File: config.mk
export PLATFORM = sky130hd
export DESIGN_NAME = snake_pixel_mixer
export DESIGN_NICKNAME = d
export VERILOG_FILES = /design/src/rtl/snake_pixel_mixer_pkg.sv /design/src/rtl/snake_pixel_mixer_blink_timer.sv /design/src/rtl/snake_pixel_mixer.sv
export SDC_FILE = /design/constraint.sdc
export NUM_CORES = 1
export LEC_CHECK = 0
export BUFFER_PORTS_ARGS = -buffer_cell sky130_fd_sc_hd__buf_2
export CORE_UTILIZATION = 49
export CTS_CLUSTER_DIAMETER = 80
export DETAILED_ROUTE_END_ITERATION = 8
export MAX_ROUTING_LAYER = met4
export PLACE_DENSITY = 0.83
export SKIP_CTS_REPAIR_TIMING = 1
export SYNTH_ARGS = -nofsm -noshare
export SYNTH_HDL_FRONTEND = slang
export SYNTH_SLANG_ARGS = --single-unit
File: constraint.sdc
create_clock -name VGA_clk -period 2.2 [get_ports VGA_clk]
set_input_delay 0.22 -clock VGA_clk [delete_from_list [all_inputs] [get_ports VGA_clk]]
set_output_delay 0.22 -clock VGA_clk [all_outputs]
set_load 0.005 [all_outputs]
File: src/rtl/snake_pixel_mixer_pkg.sv
// Shared definitions for the snake display: game-over modes, default colours
// and the visible-area geometry also used by VGA_Controller.
package snake_pkg;

    localparam int H_ACTIVE_DEF = 640;
    localparam int V_ACTIVE_DEF = 480;

    typedef enum logic [1:0] {
        GO_FREEZE = 2'd0,
        GO_BLINK  = 2'd1,
        GO_INVERT = 2'd2
    } go_mode_e;

    localparam logic [23:0] RGB_BLACK  = 24'h000000;
    localparam logic [23:0] RGB_RED    = 24'hFF0000;
    localparam logic [23:0] RGB_GREEN  = 24'h00FF00;
    localparam logic [23:0] RGB_BLUE   = 24'h0000FF;
    localparam logic [23:0] RGB_WHITE  = 24'hFFFFFF;

    // Mode code 3 is unused by the game logic and behaves as a frozen scene.
    function automatic go_mode_e decode_go_mode(input logic [1:0] code);
        case (code)
            2'd1:    return GO_BLINK;
            2'd2:    return GO_INVERT;
            default: return GO_FREEZE;
        endcase
    endfunction

endpackage

File: src/rtl/snake_pixel_mixer_blink_timer.sv
// Frame counter driving the game-over blink: counts vSync falling edges and
// flips blink_phase every BLINK_FRAMES frames while game_over is held.
module blink_timer #(
    parameter int BLINK_FRAMES = 30
) (
    input  logic clk,
    input  logic reset,
    input  logic vsync,
    input  logic game_over,
    output logic blink_phase
);

    localparam logic [7:0] LAST_FRAME = 8'(BLINK_FRAMES - 1);

    logic [7:0] frame_cnt;
    logic       vsync_q;
    logic       game_over_q;
    logic       vsync_fall;
    logic       game_over_rise;
    logic       wrap;

    assign vsync_fall     = vsync_q & ~vsync;
    assign game_over_rise = game_over & ~game_over_q;
    assign wrap           = vsync_fall && (frame_cnt >= LAST_FRAME);

    // A fresh game over restarts the count with the phase showing red at once;
    // this takes precedence over a coincident vSync edge.
    always_ff @(posedge clk) begin
        if (reset) begin
            vsync_q     <= 1'b1;
            game_over_q <= 1'b0;
            frame_cnt   <= 8'd0;
            blink_phase <= 1'b0;
        end else begin
            vsync_q     <= vsync;
            game_over_q <= game_over;
            if (game_over_rise) begin
                frame_cnt   <= 8'd0;
                blink_phase <= 1'b1;
            end else begin
                if (wrap)
                    frame_cnt <= 8'd0;
                else if (vsync_fall)
                    frame_cnt <= frame_cnt + 8'd1;

                if (!game_over)
                    blink_phase <= 1'b0;
                else if (wrap)
                    blink_phase <= ~blink_phase;
            end
        end
    end

endmodule

File: src/rtl/snake_pixel_mixer.sv
// Pixel compositor between the VGA timing controller and the DAC: layer
// priority, border/background and game-over effects in a 2-stage pipeline.
module snake_pixel_mixer
    import snake_pkg::*;
#(
    parameter int XW           = 10,
    parameter int CW           = 8,
    parameter int NUM_LAYERS   = 4,
    parameter int H_ACTIVE     = H_ACTIVE_DEF,
    parameter int V_ACTIVE     = V_ACTIVE_DEF,
    parameter int BORDER_W     = 31,
    parameter logic [NUM_LAYERS*3*CW-1:0] LAYER_RGB =
        {NUM_LAYERS{{CW{1'b1}}, {CW{1'b1}}, {CW{1'b1}}}},
    parameter logic [3*CW-1:0] BORDER_RGB = {{CW{1'b0}}, {CW{1'b1}}, {CW{1'b0}}},
    parameter logic [3*CW-1:0] BG_RGB     = {{CW{1'b0}}, {CW{1'b0}}, {CW{1'b1}}},
    parameter int BLINK_FRAMES = 30
) (
    input  logic                  VGA_clk,
    input  logic                  reset,
    input  logic [XW-1:0]         xCount,
    input  logic [XW-1:0]         yCount,
    input  logic                  displayArea,
    input  logic                  hSync_in,
    input  logic                  vSync_in,
    input  logic                  blank_n_in,
    input  logic [NUM_LAYERS-1:0] layer_hit,
    input  logic                  game_over,
    input  logic [1:0]            go_mode,
    output logic [CW-1:0]         VGA_R,
    output logic [CW-1:0]         VGA_G,
    output logic [CW-1:0]         VGA_B,
    output logic                  VGA_hSync,
    output logic                  VGA_vSync,
    output logic                  blank_n
);

    localparam logic [XW-1:0] X_LO = XW'(BORDER_W);
    localparam logic [XW-1:0] X_HI = XW'(H_ACTIVE - BORDER_W);
    localparam logic [XW-1:0] Y_LO = XW'(BORDER_W);
    localparam logic [XW-1:0] Y_HI = XW'(V_ACTIVE - BORDER_W);
    localparam logic [3*CW-1:0] FULL_RED = {{CW{1'b1}}, {(2*CW){1'b0}}};

    logic                  border_now;
    logic                  s1_border;
    logic [NUM_LAYERS-1:0] s1_hit;
    logic                  s1_display;
    logic                  s1_hsync;
    logic                  s1_vsync;
    logic                  s1_blank_n;
    logic                  s1_game_over;
    go_mode_e              s1_mode;
    logic                  blink_phase;
    logic [3*CW-1:0]       scene_rgb;
    logic [3*CW-1:0]       pixel_rgb;
    logic [3*CW-1:0]       pixel_q;

    assign border_now = (xCount < X_LO) || (xCount >= X_HI) ||
                        (yCount < Y_LO) || (yCount >= Y_HI);

    // Stage 1: capture pixel attributes so they line up with blink_phase.
    always_ff @(posedge VGA_clk) begin
        if (reset) begin
            s1_border    <= 1'b0;
            s1_hit       <= '0;
            s1_display   <= 1'b0;
            s1_hsync     <= 1'b1;
            s1_vsync     <= 1'b1;
            s1_blank_n   <= 1'b0;
            s1_game_over <= 1'b0;
            s1_mode      <= GO_FREEZE;
        end else begin
            s1_border    <= border_now;
            s1_hit       <= layer_hit;
            s1_display   <= displayArea;
            s1_hsync     <= hSync_in;
            s1_vsync     <= vSync_in;
            s1_blank_n   <= blank_n_in;
            s1_game_over <= game_over;
            s1_mode      <= decode_go_mode(go_mode);
        end
    end

    blink_timer #(
        .BLINK_FRAMES (BLINK_FRAMES)
    ) u_blink_timer (
        .clk         (VGA_clk),
        .reset       (reset),
        .vsync       (vSync_in),
        .game_over   (game_over),
        .blink_phase (blink_phase)
    );

    // Walk from the lowest priority layer upward so layer 0 overrides all.
    always_comb begin
        scene_rgb = s1_border ? BORDER_RGB : BG_RGB;
        for (int i = NUM_LAYERS - 1; i >= 0; i--) begin
            if (s1_hit[i])
                scene_rgb = LAYER_RGB[i*3*CW +: 3*CW];
        end
    end

    always_comb begin
        pixel_rgb = scene_rgb;
        if (!s1_display) begin
            pixel_rgb = '0;
        end else if (s1_game_over) begin
            case (s1_mode)
                GO_BLINK:  if (blink_phase) pixel_rgb = FULL_RED;
                GO_INVERT: pixel_rgb = ~scene_rgb;
                default:   pixel_rgb = scene_rgb;
            endcase
        end
    end

    // Stage 2: colour and the delayed syncs leave together.
    always_ff @(posedge VGA_clk) begin
        if (reset) begin
            pixel_q   <= '0;
            VGA_hSync <= 1'b1;
            VGA_vSync <= 1'b1;
            blank_n   <= 1'b0;
        end else begin
            pixel_q   <= pixel_rgb;
            VGA_hSync <= s1_hsync;
            VGA_vSync <= s1_vsync;
            blank_n   <= s1_blank_n;
        end
    end

    assign VGA_R = pixel_q[3*CW-1 -: CW];
    assign VGA_G = pixel_q[2*CW-1 -: CW];
    assign VGA_B = pixel_q[CW-1:0];

endmodule

==> results of run 1 <==
==> placed cells by master (no fill, tap or decap), types with 2 or more instances in the layout <==
master and n:
a21oi_1 6, a311oi_1 2, a31oi_1 4, a41oi_1 2
and3_1 2, buf_2 59, clkbuf_4 3, dfxtp_1 27
ha_1 5, inv_1 7, nand2_1 8, nand2b_1 2
nand3_1 3, nand4_1 2, nor2_1 12, nor2b_1 10
nor3_1 2, nor3b_1 2, or2_2 4, xor2_1 3
==> metrics by stage <==
step | utilization, % | instances | hold WS (ps)
5_1_grt | 59.95 | 210 | 32.11
6_report | 59.95 | 210 | 44.99
2_1_floorplan | - | 140 | 291.6
3_3_place_gp | 58.89 | 206 | 393.4
3_5_place_dp | 58.89 | 206 | 395.1
4_1_cts | 59.95 | 210 | 37.32
==> worst register-to-register path: cells and delay by family, from the launching register on <==
| kind | cells | cell delay, ps |
|---|---|---|
| buffers and inverters | 1 | 80 |
| flip-flops | 1 | 370 |
| AO/OA/AOI/OAI | 2 | 590 |
| AND/OR/NAND/NOR | 2 | 290 |
| adder cells (fa/ha/maj) | 1 | 170 |
==> final cells by class <==
| class | count | area, µm² | share of cell area [%] |
|---|---|---|---|
| inverter | 8 | 30.03 | 2.022 |
| sequential | 27 | 540.5 | 36.39 |
| clock buffer | 4 | 26.28 | 1.769 |
| multi-input combinational | 82 | 555.5 | 37.41 |
| timing repair buffer | 59 | 295.3 | 19.88 |
| tap | 30 | 37.54 | 2.527 |
==> how the worst max path moves through the flow <==
| stage | start | end | slack (ps) | depth (start not counted) |
|---|---|---|---|---|
| 2_1_floorplan | u_blink_timer.frame_cnt[1]$_SDFFE_PP0P_ | u_blink_timer.blink_phase$_SDFFE_PP0P_ | 770 | 6 |
| 3_3_place_gp | u_blink_timer.frame_cnt[1]$_SDFFE_PP0P_ | u_blink_timer.frame_cnt[6]$_SDFFE_PP0P_ | 720 | 6 |
| 3_5_place_dp | u_blink_timer.frame_cnt[1]$_SDFFE_PP0P_ | u_blink_timer.frame_cnt[3]$_SDFFE_PP0P_ | 640 | 6 |
| 4_1_cts | u_blink_timer.frame_cnt[1]$_SDFFE_PP0P_ | u_blink_timer.frame_cnt[2]$_SDFFE_PP0P_ | 620 | 6 |
| 5_1_grt | u_blink_timer.frame_cnt[1]$_SDFFE_PP0P_ | u_blink_timer.frame_cnt[6]$_SDFFE_PP0P_ | 510 | 6 |
| 6_report | u_blink_timer.frame_cnt[1]$_SDFFE_PP0P_ | u_blink_timer.frame_cnt[5]$_SDFFE_PP0P_ | 640 | 6 |
==> cells by family after synthesis <==
family	synth area share [%]
buffers and inverters	15.20
AO/OA/AOI/OAI	12.00
flip-flops	41.82
AND/OR/NAND/NOR	23.43
adder cells (fa/ha/maj)	4.840
XOR/XNOR	2.711
==> sequential cells by signal, indices dropped and copies added, names as in the netlist <==
name and count:
s1_mode 2, blank_n 1, s1_blank_n 1, s1_hsync 1, u_blink_timer.blink_phase 1, s1_border 1
u_blink_timer.vsync_q 1, u_blink_timer.frame_cnt 8, VGA_hSync 1, u_blink_timer.game_over_q 1, VGA_vSync 1, s1_display 1
pixel_q 3, s1_hit 4
==> layer usage <==
layer  global-route usage, %  part of all wire, %
met2                   33.33                   54
met1                   15.13                   39
met4                   9.211                  1.9
met3                   3.736                  5.1
met5                       -                    0
==> power groups by stage <==
stage | registers, mW | clock network, mW | logic, mW
floorplan | 0.532 | 0 | 0.0738
global placement | 0.531 | 0 | 0.107
detailed placement | 0.532 | 0 | 0.112
CTS | 0.521 | 0.215 | 0.112
global route | 0.525 | 0.234 | 0.126
finish | 0.521 | 0.207 | 0.111
==> results.md, run 1 <==
* Worst Reg-to-Reg Cells at 6
* Number of global-route vias before repair at 936
* Pre-CTS setup slack at 642.2 ps
* Synth top cells by count: dfxtp_1 (27), buf_4 (21), nor2_1 (12), nor2b_1 (10), nand2_1 (8)
* Main flop type after synthesis: dfxtp_1
* Switching share of power at 23.95%
* Hold-critical path endpoint: s1_mode[1]$_SDFF_PP0_
* Num CTS Buffers at 3
* Slew Viols, Final at 0
* Yosys reg bits at 27
* # rows at 18
* Hold Startpoint: go_mode[0]
* Slew @ Worst Pin at 526.9 ps
* Number of distinct library cells after synthesis at 35
* Buf/Inv on CP at 1
* Synth top area share at 41.82%
* Reg clk slew, reported paths at 130 ps
* DRT iter0 DRCs at 13
* Initial antenna violation count at 0
* Peak supply drop at 0.4760 mV
* Number of H-tree levels at 1
* Clk buf depth at 2
* Post-route DRC at 0
* Vias at 1,054
* Die H at 53.36 µm
* Setup slack after layout at 637.1 ps
* Per-cell routed wire length at 10.13 µm
* Hold Path Stages at 2
* Crit. End Element: register
* Int Power at 0.6382 mW
* Data arrival, critical path at 1830 ps
* Synth async-reset ratio at 0%
* Synth Instances at 140
* Syn-to-layout area delta at 14.91%
* Clk network pwr share at 24.7%
* Clk_skew at 3.145 ps
* Leading area contributor after synthesis: dfxtp_1
* HPWL Detailed at 1761 µm
* Crit path largest cell delay at 420 ps
* Relative slew slack at 64.80%
* Total Wirelength at 2128 µm
* Reg2reg start: u_blink_timer.frame_cnt[1]$_SDFFE_PP0P_
* Clock root cell: clkbuf_4
* Most common cell in the synthesized netlist: dfxtp_1
* Vias per cell at 5.019
* HP Class: in -> reg
* Ratio of cells with drive above 1 in the final layout at 40.00%
* Grt total ovfl at 0
* RSZ-0062 raised after global routing: false
* Clk sinks at 27
* Design area at 1485 µm²
* Synth Net Count at 178
* Register area share after synthesis at 41.82%
* Gpl congestion at 0.7668
* Clk_lat worst skew at 320 ps
* Avg Cell Area, Syn at 9.232 µm²
* Fin nets at 219
* CP startpoint kind: register
* CP max-delay cell: a2111oi_4
* CTS tree: done
* Initial core utilization at 52.17%
* Final hold vios at 0
* Setup TNS at 0 ps
* CORE AREA at 2477 µm²
* Cells along the critical path: inv_1 > ha_1 > nand2b_1 > a2111oi_4 > o21ai_2 > nor2_1
* Register share of total power at 62.1%
* Tcrit/Tclk final at 71.04%
* Leakage at 0.7003 nW
* Max-cap violations at 0
* Total GRT Usage at 17.23%
* 1st-pass router iterations at 2
* Syn. warnings at 0
* Maximum achievable frequency at 0.6398 GHz
* Reg2reg setup slack at 640 ps
* Crit Path Class: reg -> reg
* Antenna Nets Post-Route at 0
* Logic pwr share at 13.2%
* Fillers at 226
* Die Area at 2847 µm²
* Top delay family on crit path: compound AO/OA/AOI/OAI gates
* Num ports at 60
* Power Density at 565.0 nW/µm²
* Cell Area, Placed at 1459 µm²
* Ant. Diodes at 0
* Post-layout minimum cycle time at 1563 ps
* Syn Std Cell Area at 1292 µm²
* Pin count of the biggest net entering global routing at 18
* Final Setup Violations at 0
* Net Sw Power at 0.2010 mW
* Status: finished clean
* Req. time, crit path at 2470 ps
* Synth top area cells: dfxtp_1 (42%), buf_4 (12%), ha_1 (4.8%)
* First-pass GRT wire length at 3450 µm
* CP Max Fanout at 8
* Reg2reg end: u_blink_timer.frame_cnt[5]$_SDFFE_PP0P_
* Final Power at 0.8392 mW
* EDFF count, synth at 0
* Port Buffers at 59
* Die Width at 53.36 µm
Power figures use the tool's default switching activity.
==> inputs of run 2 (changes only) <==
CORE_UTILIZATION = 46   (was 49)
PLACE_DENSITY = 0.79   (was 0.83)
clock period = 1.5 ns   (was 2.2 ns; I/O delays follow)
==> run 2 against run 1 <==
Compared with the run above:
- first-iteration DRC count up 15%
- sequential share of layout area is 1.7 points lower
- largest cell class unchanged
- worst setup slack lost 580 ps
- global-route usage up 0.17 points
- cell count up 2.9%
- combinational power increased by 69%
- critical path depth stayed put
- clock skew is 1.3 ps lower
- clock-buffer cell count stayed put
- clock power is 47% higher
==> results.md, run 2 (synthesis results as in run 1) <==
* Die Width at 55.01 µm (was 53.36 µm)
* Max FFs per register at 8 (unchanged)
* Most flops, register: u_blink_timer.frame_cnt (unchanged)
* Switching share of power at 24.21% (was 23.95%)
* Power Density at 804.2 nW/µm² (was 565.0 nW/µm²)
* Relative slew slack at 73.03% (was 64.80%)
* Maximum achievable frequency at 0.6934 GHz (was 0.6398 GHz)
* Syn-to-layout area delta at 20.81% (was 14.91%)
* Setup slack after layout at 57.84 ps (was 637.1 ps)
* Vias per cell at 5.060 (was 5.019)
* Pin count of the biggest net entering global routing at 18 (unchanged)
* Register share of total power at 60.7% (was 62.1%)
* Clock root cell: clkbuf_4 (unchanged)
* Ratio of cells with drive above 1 in the final layout at 43.55% (was 40.00%)
* Post-layout minimum cycle time at 1442 ps (was 1563 ps)
* Reg clk slew, reported paths at 140 ps (was 130 ps)
* Die Area at 3026 µm² (was 2847 µm²)
* Initial core utilization at 50.34% (was 52.17%)
* Total GRT Usage at 17.40% (was 17.23%)
* Tcrit/Tclk final at 96.14% (was 71.04%)
* Ant. Diodes at 0 (unchanged)
* Post-route DRC at 0 (unchanged)
* Crit path largest cell delay at 410 ps (was 420 ps)
* Final Setup Violations at 0 (unchanged)
* Fin nets at 225 (was 219)
* Status: finished clean (unchanged)
* Total Wirelength at 2370 µm (was 2128 µm)
* Clk_skew at 1.812 ps (was 3.145 ps)
* CORE AREA at 2567 µm² (was 2477 µm²)
* Clk network pwr share at 24.3% (was 24.7%)
* Crit Path Class: reg -> reg (unchanged)
* Data arrival, critical path at 1660 ps (was 1830 ps)
* Req. time, crit path at 1720 ps (was 2470 ps)
* Slew Viols, Final at 0 (unchanged)
* Crit. End Element: register (unchanged)
* Core Util, Final at 60.82% (was 59.95%)
* Buf/Inv on CP at 1 (unchanged)
* Per-cell routed wire length at 10.97 µm (was 10.13 µm)
* Cells along the critical path: inv_2 > ha_2 > nand2b_4 > a2111oi_4 > o21ai_1 > o311a_1 (was inv_1 > ha_1 > nand2b_1 > a2111oi_4 > o21ai_2 > nor2_1)
* Net Sw Power at 0.3040 mW (was 0.2010 mW)
* Top delay family on crit path: compound AO/OA/AOI/OAI gates (unchanged)
* Commonest non-fill, non-tap cell in the layout: buf_2 (unchanged)
* Initial antenna violation count at 0 (unchanged)
* CP max-delay cell: a2111oi_4 (unchanged)
* Slew @ Worst Pin at 403.7 ps (was 526.9 ps)
* Int Power at 0.9518 mW (was 0.6382 mW)
* Number of H-tree levels at 1 (unchanged)
* Number of global-route vias before repair at 943 (was 936)
* Peak supply drop at 0.6622 mV (was 0.4760 mV)
* Fillers at 237 (was 226)
* Clk buf depth at 2 (unchanged)
* Gpl congestion at 0.7472 (was 0.7668)
* Num ports at 60 (unchanged)
* 1st-pass router iterations at 4 (was 2)
* CP Max Fanout at 3 (was 8)
* HP Class: in -> reg (unchanged)
* Max-cap violations at 0 (unchanged)
* Cell Area, Placed at 1481 µm² (was 1459 µm²)
* DRT iter0 DRCs at 15 (was 13)
* Vias at 1,093 (was 1,054)
* Clk sinks at 27 (unchanged)
* Port Buffers at 59 (unchanged)
* Die H at 55.01 µm (was 53.36 µm)
* Antenna Nets Post-Route at 0 (unchanged)
* Clk_lat worst skew at 310 ps (was 320 ps)
* Logic pwr share at 15.0% (was 13.2%)
* Most frequent cells in the layout: buf_2 (59), dfxtp_1 (26), nor2_1 (11) (was buf_2 (59), dfxtp_1 (27), nor2_1 (12))
* Pre-CTS setup slack at -36.06 ps (was 642.2 ps)
* # rows at 18 (unchanged)
* CP startpoint kind: register (unchanged)
* Leading registers by flop count: u_blink_timer.frame_cnt: 8 flops, s1_hit: 4 flops, pixel_q: 3 flops (unchanged)
* Grt total ovfl at 0 (unchanged)
* Design area at 1562 µm² (was 1485 µm²)
* Num CTS Buffers at 3 (unchanged)
* CTS tree: done (unchanged)
* HPWL Detailed at 1815 µm (was 1761 µm)
* First-pass GRT wire length at 3663 µm (was 3450 µm)
* Final hold vios at 0 (unchanged)
* Leakage at 0.7300 nW (was 0.7003 nW)
* WHS at 32.59 ps (was 44.99 ps)
[run 2: cell count changes in the layout (fill, tap and decap cells not counted), sizes merged]
cell         delta
buf             +3
dlygate4sd3     +3
[run 2: stage by stage]
step | std cells | setup TNS [ps] | power (mW)
3_3_place_gp | 209 | 0 | 0.9420
3_5_place_dp | 209 | -205.6 | 0.9507
5_1_grt | 216 | -0.05118 | 1.331
2_1_floorplan | 140 | 0 | 0.8878
4_1_cts | 213 | -451.9 | 1.255
6_report | 216 | 0 | 1.256
[run 2: power groups by stage]
stage / logic (mW) / registers [mW] / clock network, mW
after global routing: 0.212 / 0.769 / 0.351
final: 0.188 / 0.763 / 0.305
after floorplan: 0.108 / 0.780 / 0
after CTS: 0.172 / 0.763 / 0.320
after global placement: 0.164 / 0.778 / 0
after detailed placement: 0.172 / 0.779 / 0
[run 2: worst register-to-register path: stages, from the launching register on]
cell and delay (ps):
dfxtp_2 360, inv_2 50, ha_2 160, nand2b_4 140, a2111oi_4 410, o21ai_1 110
o311a_1 130
[run 2: layout make-up]
| cell class | count | area (µm²) | area share, % |
|---|---|---|---|
| multi-input combinational | 82 | 578.1 | 37.02 |
| inverter | 8 | 30.03 | 1.923 |
| sequential | 27 | 541.8 | 34.70 |
| clock buffer | 4 | 26.28 | 1.683 |
| tap | 30 | 37.54 | 2.404 |
| timing repair buffer | 65 | 347.8 | 22.28 |
[run 2: path summary, 6_finish.rpt]
path | from | endpoint | slack (ps) | cells past startpoint
max | u_blink_timer.frame_cnt[1]$_SDFFE_PP0P_ | u_blink_timer.blink_phase$_SDFFE_PP0P_ | 60 | 6
min | vSync_in | u_blink_timer.vsync_q$_SDFF_PP1_ | 30 | 2
max reg2reg | u_blink_timer.frame_cnt[1]$_SDFFE_PP0P_ | u_blink_timer.blink_phase$_SDFFE_PP0P_ | 60 | 6
min reg2reg | s1_hsync$_SDFF_PP1_ | VGA_hSync$_SDFF_PP1_ | 430 | 1
[run 2: metal layers]
layer,track usage (%),routed length (µm),up-vias
met3,3.279,111,2
li1,-,-,545
met1,16.42,910,510
met5,-,0,-
met4,7.500,13,0
met2,33.73,1335,36
